===== src/rtl/ram_seq_pkg.sv =====
// ram_seq_pkg: shared types and sizes for the RAM burst sequencer.
// Build option RAM_SEQ_STATS_EN adds beat counters to ram_seq_ctrl.
package ram_seq_pkg;

    localparam int AW_DEF       = 4;
    localparam int DW_DEF       = 8;
    localparam int RD_BUF_DEPTH = 2;
    localparam int CNT_W        = $clog2(RD_BUF_DEPTH + 1);

    typedef enum logic [1:0] {
        IDLE,
        WRITE,
        READ,
        RDRAIN
    } state_e;

endpackage


===== src/rtl/ram_seq_rdbuf.sv =====
// ram_seq_rdbuf: 2-entry FIFO holding RAM read returns until the consumer takes them.
module ram_seq_rdbuf
    import ram_seq_pkg::*;
#(
    parameter int DW = DW_DEF
) (
    input  logic             clk,
    input  logic             rst_n,
    input  logic             push,
    input  logic             pop,
    input  logic [DW-1:0]    din,
    output logic [DW-1:0]    dout,
    output logic             full,
    output logic             empty,
    output logic [CNT_W-1:0] count
);

    logic [DW-1:0]    mem_q [RD_BUF_DEPTH];
    logic [DW-1:0]    mem_d [RD_BUF_DEPTH];
    logic             wp_q, wp_d;
    logic             rp_q, rp_d;
    logic [CNT_W-1:0] cnt_q, cnt_d;

    // When full, a push may only coincide with a pop; it lands in the slot being vacated.
    always_comb begin
        mem_d = mem_q;
        if (push) mem_d[wp_q] = din;
        wp_d  = wp_q ^ push;
        rp_d  = rp_q ^ pop;
        cnt_d = cnt_q + CNT_W'(push) - CNT_W'(pop);
    end

    always_ff @(posedge clk or negedge rst_n) begin
        if (!rst_n) begin
            mem_q <= '{default: '0};
            wp_q  <= 1'b0;
            rp_q  <= 1'b0;
            cnt_q <= '0;
        end else begin
            mem_q <= mem_d;
            wp_q  <= wp_d;
            rp_q  <= rp_d;
            cnt_q <= cnt_d;
        end
    end

    assign dout  = mem_q[rp_q];
    assign full  = cnt_q == CNT_W'(RD_BUF_DEPTH);
    assign empty = cnt_q == '0;
    assign count = cnt_q;

endmodule


===== src/rtl/ram_seq_ctrl.sv =====
// ram_seq_ctrl: write/read burst sequencer in front of a synchronous RAM with 1-cycle read latency.
// Build option RAM_SEQ_STATS_EN adds saturating wr_beats/rd_beats handshake counters.
module ram_seq_ctrl
    import ram_seq_pkg::*;
#(
    parameter int AW = AW_DEF,
    parameter int DW = DW_DEF
) (
    input  logic          clk,
    input  logic          rst_n,
    input  logic          cmd_valid,
    output logic          cmd_ready,
    input  logic          cmd_rd,
    input  logic [AW-1:0] cmd_addr,
    input  logic [AW-1:0] cmd_len,
    input  logic          wr_valid,
    output logic          wr_ready,
    input  logic [DW-1:0] wr_data,
    output logic          rd_valid,
    input  logic          rd_ready,
    output logic [DW-1:0] rd_data,
    output logic          busy,
    output logic          done,
    output logic          ram_we,
    output logic [AW-1:0] ram_addr,
    output logic [DW-1:0] ram_wdata,
    input  logic [DW-1:0] ram_rdata
`ifdef RAM_SEQ_STATS_EN
    ,
    output logic [15:0]   wr_beats,
    output logic [15:0]   rd_beats
`endif
);

    state_e           state_q, state_d;
    logic [AW-1:0]    addr_q, addr_d;
    logic [AW-1:0]    cnt_q, cnt_d;
    logic             inflight_q, inflight_d;
    logic             done_q, done_d;
    logic             wr_hs, pop, issue;
    logic             buf_full, buf_empty;
    logic [CNT_W-1:0] buf_count, occ_eff;
    logic [DW-1:0]    buf_dout;

    ram_seq_rdbuf #(.DW(DW)) u_rdbuf (
        .clk   (clk),
        .rst_n (rst_n),
        .push  (inflight_q),
        .pop   (pop),
        .din   (ram_rdata),
        .dout  (buf_dout),
        .full  (buf_full),
        .empty (buf_empty),
        .count (buf_count)
    );

    // A slot freed by this cycle's pop is reusable immediately, giving one beat per cycle.
    always_comb begin
        wr_hs      = (state_q == WRITE) && wr_valid;
        pop        = ((state_q == READ) || (state_q == RDRAIN)) && rd_ready && !buf_empty;
        occ_eff    = buf_count - CNT_W'(pop);
        issue      = (state_q == READ) && !(buf_full && !pop)
                     && ((CNT_W + 1)'(occ_eff) + (CNT_W + 1)'(inflight_q) < (CNT_W + 1)'(RD_BUF_DEPTH));
        state_d    = state_q;
        addr_d     = addr_q;
        cnt_d      = cnt_q;
        case (state_q)
            IDLE: if (cmd_valid) begin
                addr_d  = cmd_addr;
                cnt_d   = cmd_len;
                state_d = cmd_rd ? READ : WRITE;
            end
            WRITE: if (wr_hs) begin
                addr_d  = addr_q + 1'b1;
                cnt_d   = (cnt_q == '0) ? cnt_q : cnt_q - 1'b1;
                state_d = (cnt_q == '0) ? IDLE : WRITE;
            end
            READ: if (issue) begin
                addr_d  = addr_q + 1'b1;
                cnt_d   = (cnt_q == '0) ? cnt_q : cnt_q - 1'b1;
                state_d = (cnt_q == '0) ? RDRAIN : READ;
            end
            default: state_d = (buf_empty && !inflight_q) ? IDLE : RDRAIN;
        endcase
        inflight_d = issue;
        done_d     = (state_d == IDLE) && (state_q != IDLE);
    end

    always_ff @(posedge clk or negedge rst_n) begin
        if (!rst_n) begin
            state_q    <= IDLE;
            addr_q     <= '0;
            cnt_q      <= '0;
            inflight_q <= 1'b0;
            done_q     <= 1'b0;
        end else begin
            state_q    <= state_d;
            addr_q     <= addr_d;
            cnt_q      <= cnt_d;
            inflight_q <= inflight_d;
            done_q     <= done_d;
        end
    end

    assign cmd_ready = state_q == IDLE;
    assign busy      = state_q != IDLE;
    assign wr_ready  = state_q == WRITE;
    assign done      = done_q;
    assign ram_we    = wr_hs;
    assign ram_addr  = ((state_q == WRITE) || (state_q == READ)) ? addr_q : '0;
    assign ram_wdata = wr_hs ? wr_data : '0;
    assign rd_valid  = !buf_empty;
    assign rd_data   = buf_dout;

`ifdef RAM_SEQ_STATS_EN
    logic [15:0] wr_beats_q, wr_beats_d;
    logic [15:0] rd_beats_q, rd_beats_d;

    always_comb begin
        wr_beats_d = wr_beats_q + 16'(wr_hs && (wr_beats_q != 16'hFFFF));
        rd_beats_d = rd_beats_q + 16'(pop && (rd_beats_q != 16'hFFFF));
    end

    always_ff @(posedge clk or negedge rst_n) begin
        if (!rst_n) begin
            wr_beats_q <= '0;
            rd_beats_q <= '0;
        end else begin
            wr_beats_q <= wr_beats_d;
            rd_beats_q <= rd_beats_d;
        end
    end

    assign wr_beats = wr_beats_q;
    assign rd_beats = rd_beats_q;
`endif

endmodule


===== config.mk =====
export PLATFORM = sky130hd
export DESIGN_NAME = ram_seq_ctrl
export DESIGN_NICKNAME = d
export VERILOG_FILES = /design/src/rtl/ram_seq_pkg.sv /design/src/rtl/ram_seq_rdbuf.sv /design/src/rtl/ram_seq_ctrl.sv
export SDC_FILE = /design/constraint.sdc
export NUM_CORES = 1
export LEC_CHECK = 0
export ABC_AREA = 1
export CORE_ASPECT_RATIO = 1.4
export CORE_MARGIN = 3
export CORE_UTILIZATION = 35
export DETAILED_ROUTE_END_ITERATION = 10
export SLEW_MARGIN = 10
export SYNTH_ARGS = -nofsm -noshare
export SYNTH_HDL_FRONTEND = slang
export SYNTH_SLANG_ARGS = --single-unit

===== constraint.sdc =====
create_clock -name clk -period 4.59 [get_ports clk]
set_input_delay 0.918 -clock clk [delete_from_list [all_inputs] [get_ports clk]]
set_output_delay 0.918 -clock clk [all_outputs]
set_load 0.02 [all_outputs]

==> metrics.csv, run 1 <==
metric,value,unit
p_int,1030,uW
cts_max_level,2,
fp.coreArea,4950,um2
holdBufCountCts,0,
reg2regPathDepth,16,
total_switching_power,793,uW
die_w,67.0,um
fin_area,2540,um2
final_min_period_over_clock_period,71.3,%
worst_case_vdd_ir_drop,286,uV
p_per_area,717,nW/um2
die_area,6120,um2
ioPinCount,56,
mappedNetlistArea,1820,um2
clock_tree_from_tritoncts,done,
synthesized_netlist_net_count,273,
drt_drc_violations_left,0,
via_per_inst,4.58,
p_clk_share,12.9,%
postSynthAreaPerCell,7.88,um2
via_count_of_the_first_global_routing_pass,1632,
setup_viol_count_final,0,
insertion_delay,0.29,ns
cts_inserted_buffers,5,
sw_frac_of_total,43.6,%
critical_path.startpoint_type,input pin,
grt_first_pass_wirelength,6.96,mm
fin_total_pwr,1820,uW
hold_viol_final,0,
worst_slew_pin_slew,0.473,ns
grt_setup_unrepaired,no,
synth_seq_cells,32,
timing_worst_setup_path_type,in -> out,
max-slew-margin-rel,68.5,%
synthesis.yosys.warnings,0,
end_kind,primary output,
route.vias.total,1615,
layout.core_utilization,51.2,%
std_cell_rows,30,
drtAntennaViolNets,0,
detail_route.wl_per_cell,11.2,um
holdWs,0.506,ns
cp_cell_sequence,clkdlybuf4s50_1 > nand2_1 > nor2_1 > clkdlybuf4s50_1,
holdCritPathClass,reg -> reg,
port_buffers,55,
post-dp-hpwl,3.05,mm
mostFrequentLayoutCell,sky130_fd_sc_hd__nand2_1,
largest_net_degree_at_the_start_of_global_routing,33,
fin_skew,0.00388,ns
finish.net_count,331,
clkTransAtPathRegs,0.06,ns
drt_first_pass_iters,4,
accumulated_negative_setup_slack,0,ns
comb_power_share,58.1,%
timing_max_transition_violations_final,0,
drt-total-wl,3.97,mm
drive_above_1_share,7.61,%
mostFrequentLayoutCells,"sky130_fd_sc_hd__nand2_1 (63), sky130_fd_sc_hd__clkdlybuf4s50_1 (55), sky130_fd_sc_hd__inv_1 (43)",
crit_slowest_cell,sky130_fd_sc_hd__clkdlybuf4s50_1,
nFillCells,530,
instance_area_after_placement,2440,um2
die_height,91.3,um
worst_ep_arrival_time,2.36,ns
critical_path.most_common_cell,sky130_fd_sc_hd__clkdlybuf4s50_1,
clock-sinks,32,
hold_path_depth,1,
run_status,"finished, final reports clean",
grt.overflow.total,0,
power.static_leakage,0.00129,uW
drtIter0Drc,35,
syn-instance-count,231,
clk_root_buffer_cell,sky130_fd_sc_hd__clkbuf_8,
cp_slowest_stage_delay,0.61,ns
layout_min_cycle_time,3.27,ns
track_usage,14.9,%
seq_power_share,29.0,%
clockBufferDepth,2,
drv_cap,0,
layout-area-overhead-vs-synth,39.3,%
n_antenna_cell,0,
seq_area_frac_synth,44.0,%
initial_utilization,36.7,%
timing.fmax,305,MHz
place_congestion,0.801,
worstPathRequired,3.67,ns
count_of_unique_library_cells_instantiated_by_yosys,21,
postCtsSetupBuffers,0,
post_cts_resized,0,
critical_path_peak_fanout,10,
antenna_found_initial,0,
Yosys cell counts, drive strengths merged:
cell | number | share of area, %
o31ai | 1 | 0.41
nand4 | 1 | 0.34
xor2 | 1 | 0.48
inv | 43 | 8.9
nor2 | 18 | 3.7
mux2 | 8 | 4.9
a21oi | 3 | 0.82
nand2 | 66 | 15
clkbuf | 5 | 1.0
xnor2 | 1 | 0.48
o22ai | 1 | 0.34
ha | 12 | 8.2
dfrtp | 32 | 44
o21ai | 28 | 7.9
nand3 | 9 | 2.5
or2 | 1 | 0.34
a21boi | 1 | 1.0
cells by family after synthesis:
| group | synth area share [%] |
|---|---|
| xor gates and xnor gates | 0.962 |
| and+or+nand+nor | 21.4 |
| buffers and inverters | 9.90 |
| adders and majority gates | 8.25 |
| AOI/OAI and AO/OA | 10.5 |
| muxes | 4.95 |
| DFF | 44.0 |
critical path, delay by kind of cell:
family	cells	cell delay, ns
buf+inv	2	1.08
simple gates	2	0.36
power by group through the flow:
stage | Clock, uW | Combinational, uW | Sequential (uW)
CTS | 242 | 1080 | 531
detailed placement | 0 | 1080 | 536
global route | 253 | 1220 | 552
finish | 234 | 1060 | 527
floorplan | 0 | 733 | 499
global placement | 0 | 1060 | 530
cell type report:
class	count	area [um2]	area share [%]
multi-input cells	151	840	33.1
flip-flops and latches	32	801	31.6
repair buffers	56	558	22.0
inverters	43	161	6.36
clock buffers	7	96.3	3.80
well taps	64	80.1	3.16
registers in the layout, summed over array words and instances (netlist names):
signal	count
u_rdbuf.count	2
state_q	2
cnt_q	4
u_rdbuf.mem_q	16
inflight_q	1
u_rdbuf.wp_q	1
addr_q	4
u_rdbuf.rp_q	1
done	1
per-layer routing:
metal | part of all wire (%) | wire, um | track usage, % | vias to the layer above
li1 | - | - | - | 823
met1 | 42 | 1670 | 17.0 | 732
met2 | 49 | 1930 | 24.8 | 55
met3 | 7.3 | 288 | 4.70 | 5
met4 | 1.9 | 76 | 6.60 | 0
met5 | 0 | 0 | 0 | -
metrics by stage:
stage / worst slack, ns / cells
after detailed placement: 1.31 / 346
after floorplan: 2.12 / 231
after global routing: 1.17 / 353
after global placement: 1.35 / 346
after CTS: 1.30 / 353
final: 1.32 / 353
path summary, 6_finish.rpt:
| kind | to | slack (ns) | from |
|---|---|---|---|
| min in group asynchronous | u_rdbuf.mem_q[10]$_DFFE_PN0P_ | 1.03 | rst_n |
| max in group asynchronous | u_rdbuf.mem_q[6]$_DFFE_PN0P_ | 3.24 | rst_n |
| max reg2reg | cnt_q[1]$_DFFE_PN0P_ | 1.95 | state_q[0]$_DFF_PN0_ |
| max | ram_wdata[0] | 1.32 | wr_valid |
| min reg2reg | u_rdbuf.mem_q[2]$_DFFE_PN0P_ | 0.51 | u_rdbuf.mem_q[2]$_DFFE_PN0P_ |
| min | u_rdbuf.mem_q[2]$_DFFE_PN0P_ | 0.51 | u_rdbuf.mem_q[2]$_DFFE_PN0P_ |
No activity file was read; power rests on OpenSTA's default activity.
==> run 2, diff against run 1 <==
--- a/config.mk
+++ b/config.mk
@@ -10,6 +10,7 @@
 export CORE_MARGIN = 3
 export CORE_UTILIZATION = 35
 export DETAILED_ROUTE_END_ITERATION = 10
+export PLACE_DENSITY = 0.65
 export SLEW_MARGIN = 10
 export SYNTH_ARGS = -nofsm -noshare
 export SYNTH_HDL_FRONTEND = slang
==> constraint.sdc (replaced) <==
create_clock -name clk -period 2.76 [get_ports clk]
set_input_delay 0.552 -clock clk [delete_from_list [all_inputs] [get_ports clk]]
set_output_delay 0.552 -clock clk [all_outputs]
set_load 0.02 [all_outputs]
==> run 2 against run 1 <==
  * Clock skew down 0.00080 ns
  * Critical path depth up 1
  * Final cell count up 0.57%
  * Sequential share of layout area hardly changed
  * Largest power group unchanged
  * Sequential power is 67% higher
  * Combinational power grew 68%
==> metrics.csv, run 2 (synthesized netlist as in run 1, its figures left out) <==
metric,value,unit
p_per_area,1190,nW/um2
cts_inserted_buffers,5,
layout.core_utilization,51.3,%
largest_net_degree_at_the_start_of_global_routing,33,
track_usage,14.1,%
final_min_period_over_clock_period,94.5,%
ioPinCount,56,
insertion_delay,0.28,ns
drt_drc_violations_left,0,
grt_first_pass_wirelength,6.74,mm
clockBufferDepth,2,
p_int,1700,uW
drive_above_1_share,7.90,%
drt-total-wl,3.80,mm
cp_slowest_stage_delay,0.61,ns
setup_slack,0.153,ns
drtIter0Drc,34,
whs_endpoint,u_rdbuf.mem_q[2]$_DFFE_PN0P_,
layout_min_cycle_time,2.61,ns
critPathBufInv,3,
drv_cap,0,
worstPathRequired,2.21,ns
fin_skew,0.00309,ns
hp-start,u_rdbuf.mem_q[2]$_DFFE_PN0P_,
holdCritPathClass,reg -> reg,
mostFrequentLayoutCell,sky130_fd_sc_hd__nand2_1,
seq_power_share,29.1,%
holdBufCountCts,0,
via_per_inst,4.53,
post-dp-hpwl,2.96,mm
reg2regPathDepth,16,
hold_path_depth,1,
crit_slowest_cell,sky130_fd_sc_hd__clkdlybuf4s50_1,
finish.net_count,332,
crit_path_start,state_q[0]$_DFF_PN0_,
timing.fmax,384,MHz
mostFrequentLayoutCells,"sky130_fd_sc_hd__nand2_1 (63), sky130_fd_sc_hd__clkdlybuf4s50_1 (55), sky130_fd_sc_hd__inv_1 (43)",
fp.coreArea,4950,um2
grt_util_met2,23.3,%
p_clk_share,12.1,%
port_buffers,55,
dp.cells,347,
largest_register_ff_count,16,
cp_cell_sequence,inv_1 > ha_2 > nand2_1 > inv_1 > clkdlybuf4s50_1,
initial_utilization,36.7,%
timing_worst_setup_path_type,reg -> out,
place_congestion,0.800,
critical_path_peak_fanout,13,
critical_path.startpoint_type,register,
critical_path.reg2reg.startpoint,state_q[0]$_DFF_PN0_,
sw_frac_of_total,43.7,%
antenna_found_initial,0,
detail_route.wl_per_cell,10.7,um
r2r_slack,0.25,ns
run_status,"finished, final reports clean",
power.static_leakage,0.00129,uW
worst_case_vdd_ir_drop,467,uV
grt.overflow.total,0,
max-slew-margin-rel,67.4,%
cts_max_level,2,
drtAntennaViolNets,0,
multi_input_logic_area,842,um2
route.vias.total,1608,
n_antenna_cell,0,
end_kind,primary output,
use_met1,16.2,%
grtUsageMet3,5.32,%
crit_family,buffers and inverters,
regToRegEndpoint,cnt_q[1]$_DFFE_PN0P_,
post-place-ws,0.0844,ns
clock-sinks,32,
sequential_cell_area,801,um2
die_area,6120,um2
top_usage_layer,met2,
worst_slew_pin_slew,0.490,ns
die_w,67.0,um
clkTransAtPathRegs,0.06,ns
top_register,u_rdbuf.mem_q,
worst_ep_arrival_time,2.06,ns
std_cell_rows,30,
critical_path.most_common_cell,sky130_fd_sc_hd__inv_1,
layout-area-overhead-vs-synth,39.5,%
clock_tree_from_tritoncts,done,
setup_viol_count_final,0,
comb_power_share,58.8,%
accumulated_negative_setup_slack,0,ns
total_switching_power,1320,uW
die_height,91.3,um
timing_max_transition_violations_final,0,
grt_setup_unrepaired,no,
drt_first_pass_iters,4,
nFillCells,517,
clk_root_buffer_cell,sky130_fd_sc_hd__clkbuf_8,
final_cells,355,
via_count_of_the_first_global_routing_pass,1617,
reg_top3,"u_rdbuf.mem_q (16), addr_q (4), cnt_q (4)",
hold_viol_final,0,
run 2: power by group through the flow:
stage               clock, uW  sequential, uW  combinational [uW]
floorplan                   0             830                1220
global placement            0             882                1770
detailed placement          0             887                1790
CTS                       371             883                1800
global route              395             920                2020
finish                    365             880                1780
run 2: layer usage:
layer  wire length [um]  share of wire [%]  vias to the layer above
met5                  0                  0                        -
met2               1810                 48                       63
met1               1620                 42                      710
li1                   -                  -                      829
met3                314                8.3                        6
met4                 65                1.7                        0
run 2: per-stage QoR:
step | hold slack (ns) | cell area (um2) | power (uW)
finish | 0.509 | 2540 | 3020
global route | 0.535 | 2540 | 3330
CTS | 0.510 | 2540 | 3050
detailed placement | 0.496 | 2450 | 2680
global placement | 0.490 | 2450 | 2650
floorplan | 0.256 | 1820 | 2050
run 2: timing repair:
| item | 4_1_cts | 5_1_grt |
|---|---|---|
| setup buffers | 0 | 0 |
| resized for setup | 0 | 1 |
| endpoints found under the setup margin | 0 | 4 |
run 2: cell type report:
type	count	area share [%]
timing repair buffer	57	22.3
tap	64	3.15
inverter	43	6.35
sequential	32	31.5
multi-input combinational	151	33.2
clock buffer	8	3.55
run 2: worst max-delay path by stage:
stage / endpoint / slack, ns / cells past startpoint
6_report: ram_addr[2] / 0.15 / 5
5_1_grt: cnt_q[1]$_DFFE_PN0P_ / 0.004 / 16
4_1_cts: ram_addr[2] / 0.03 / 5
3_5_place_dp: cnt_q[1]$_DFFE_PN0P_ / 0.08 / 15
3_3_place_gp: cnt_q[1]$_DFFE_PN0P_ / 0.15 / 15
2_1_floorplan: cnt_q[1]$_DFFE_PN0P_ / 0.38 / 16
==> run 3, diff against run 2 <==
--- a/config.mk
+++ b/config.mk
@@ -15,3 +15,4 @@
 export SYNTH_ARGS = -nofsm -noshare
 export SYNTH_HDL_FRONTEND = slang
 export SYNTH_SLANG_ARGS = --single-unit
+export TNS_END_PERCENT = 10
==> results of run 3 <==
Final layout, timing and power as in run 2 (identical DEF).
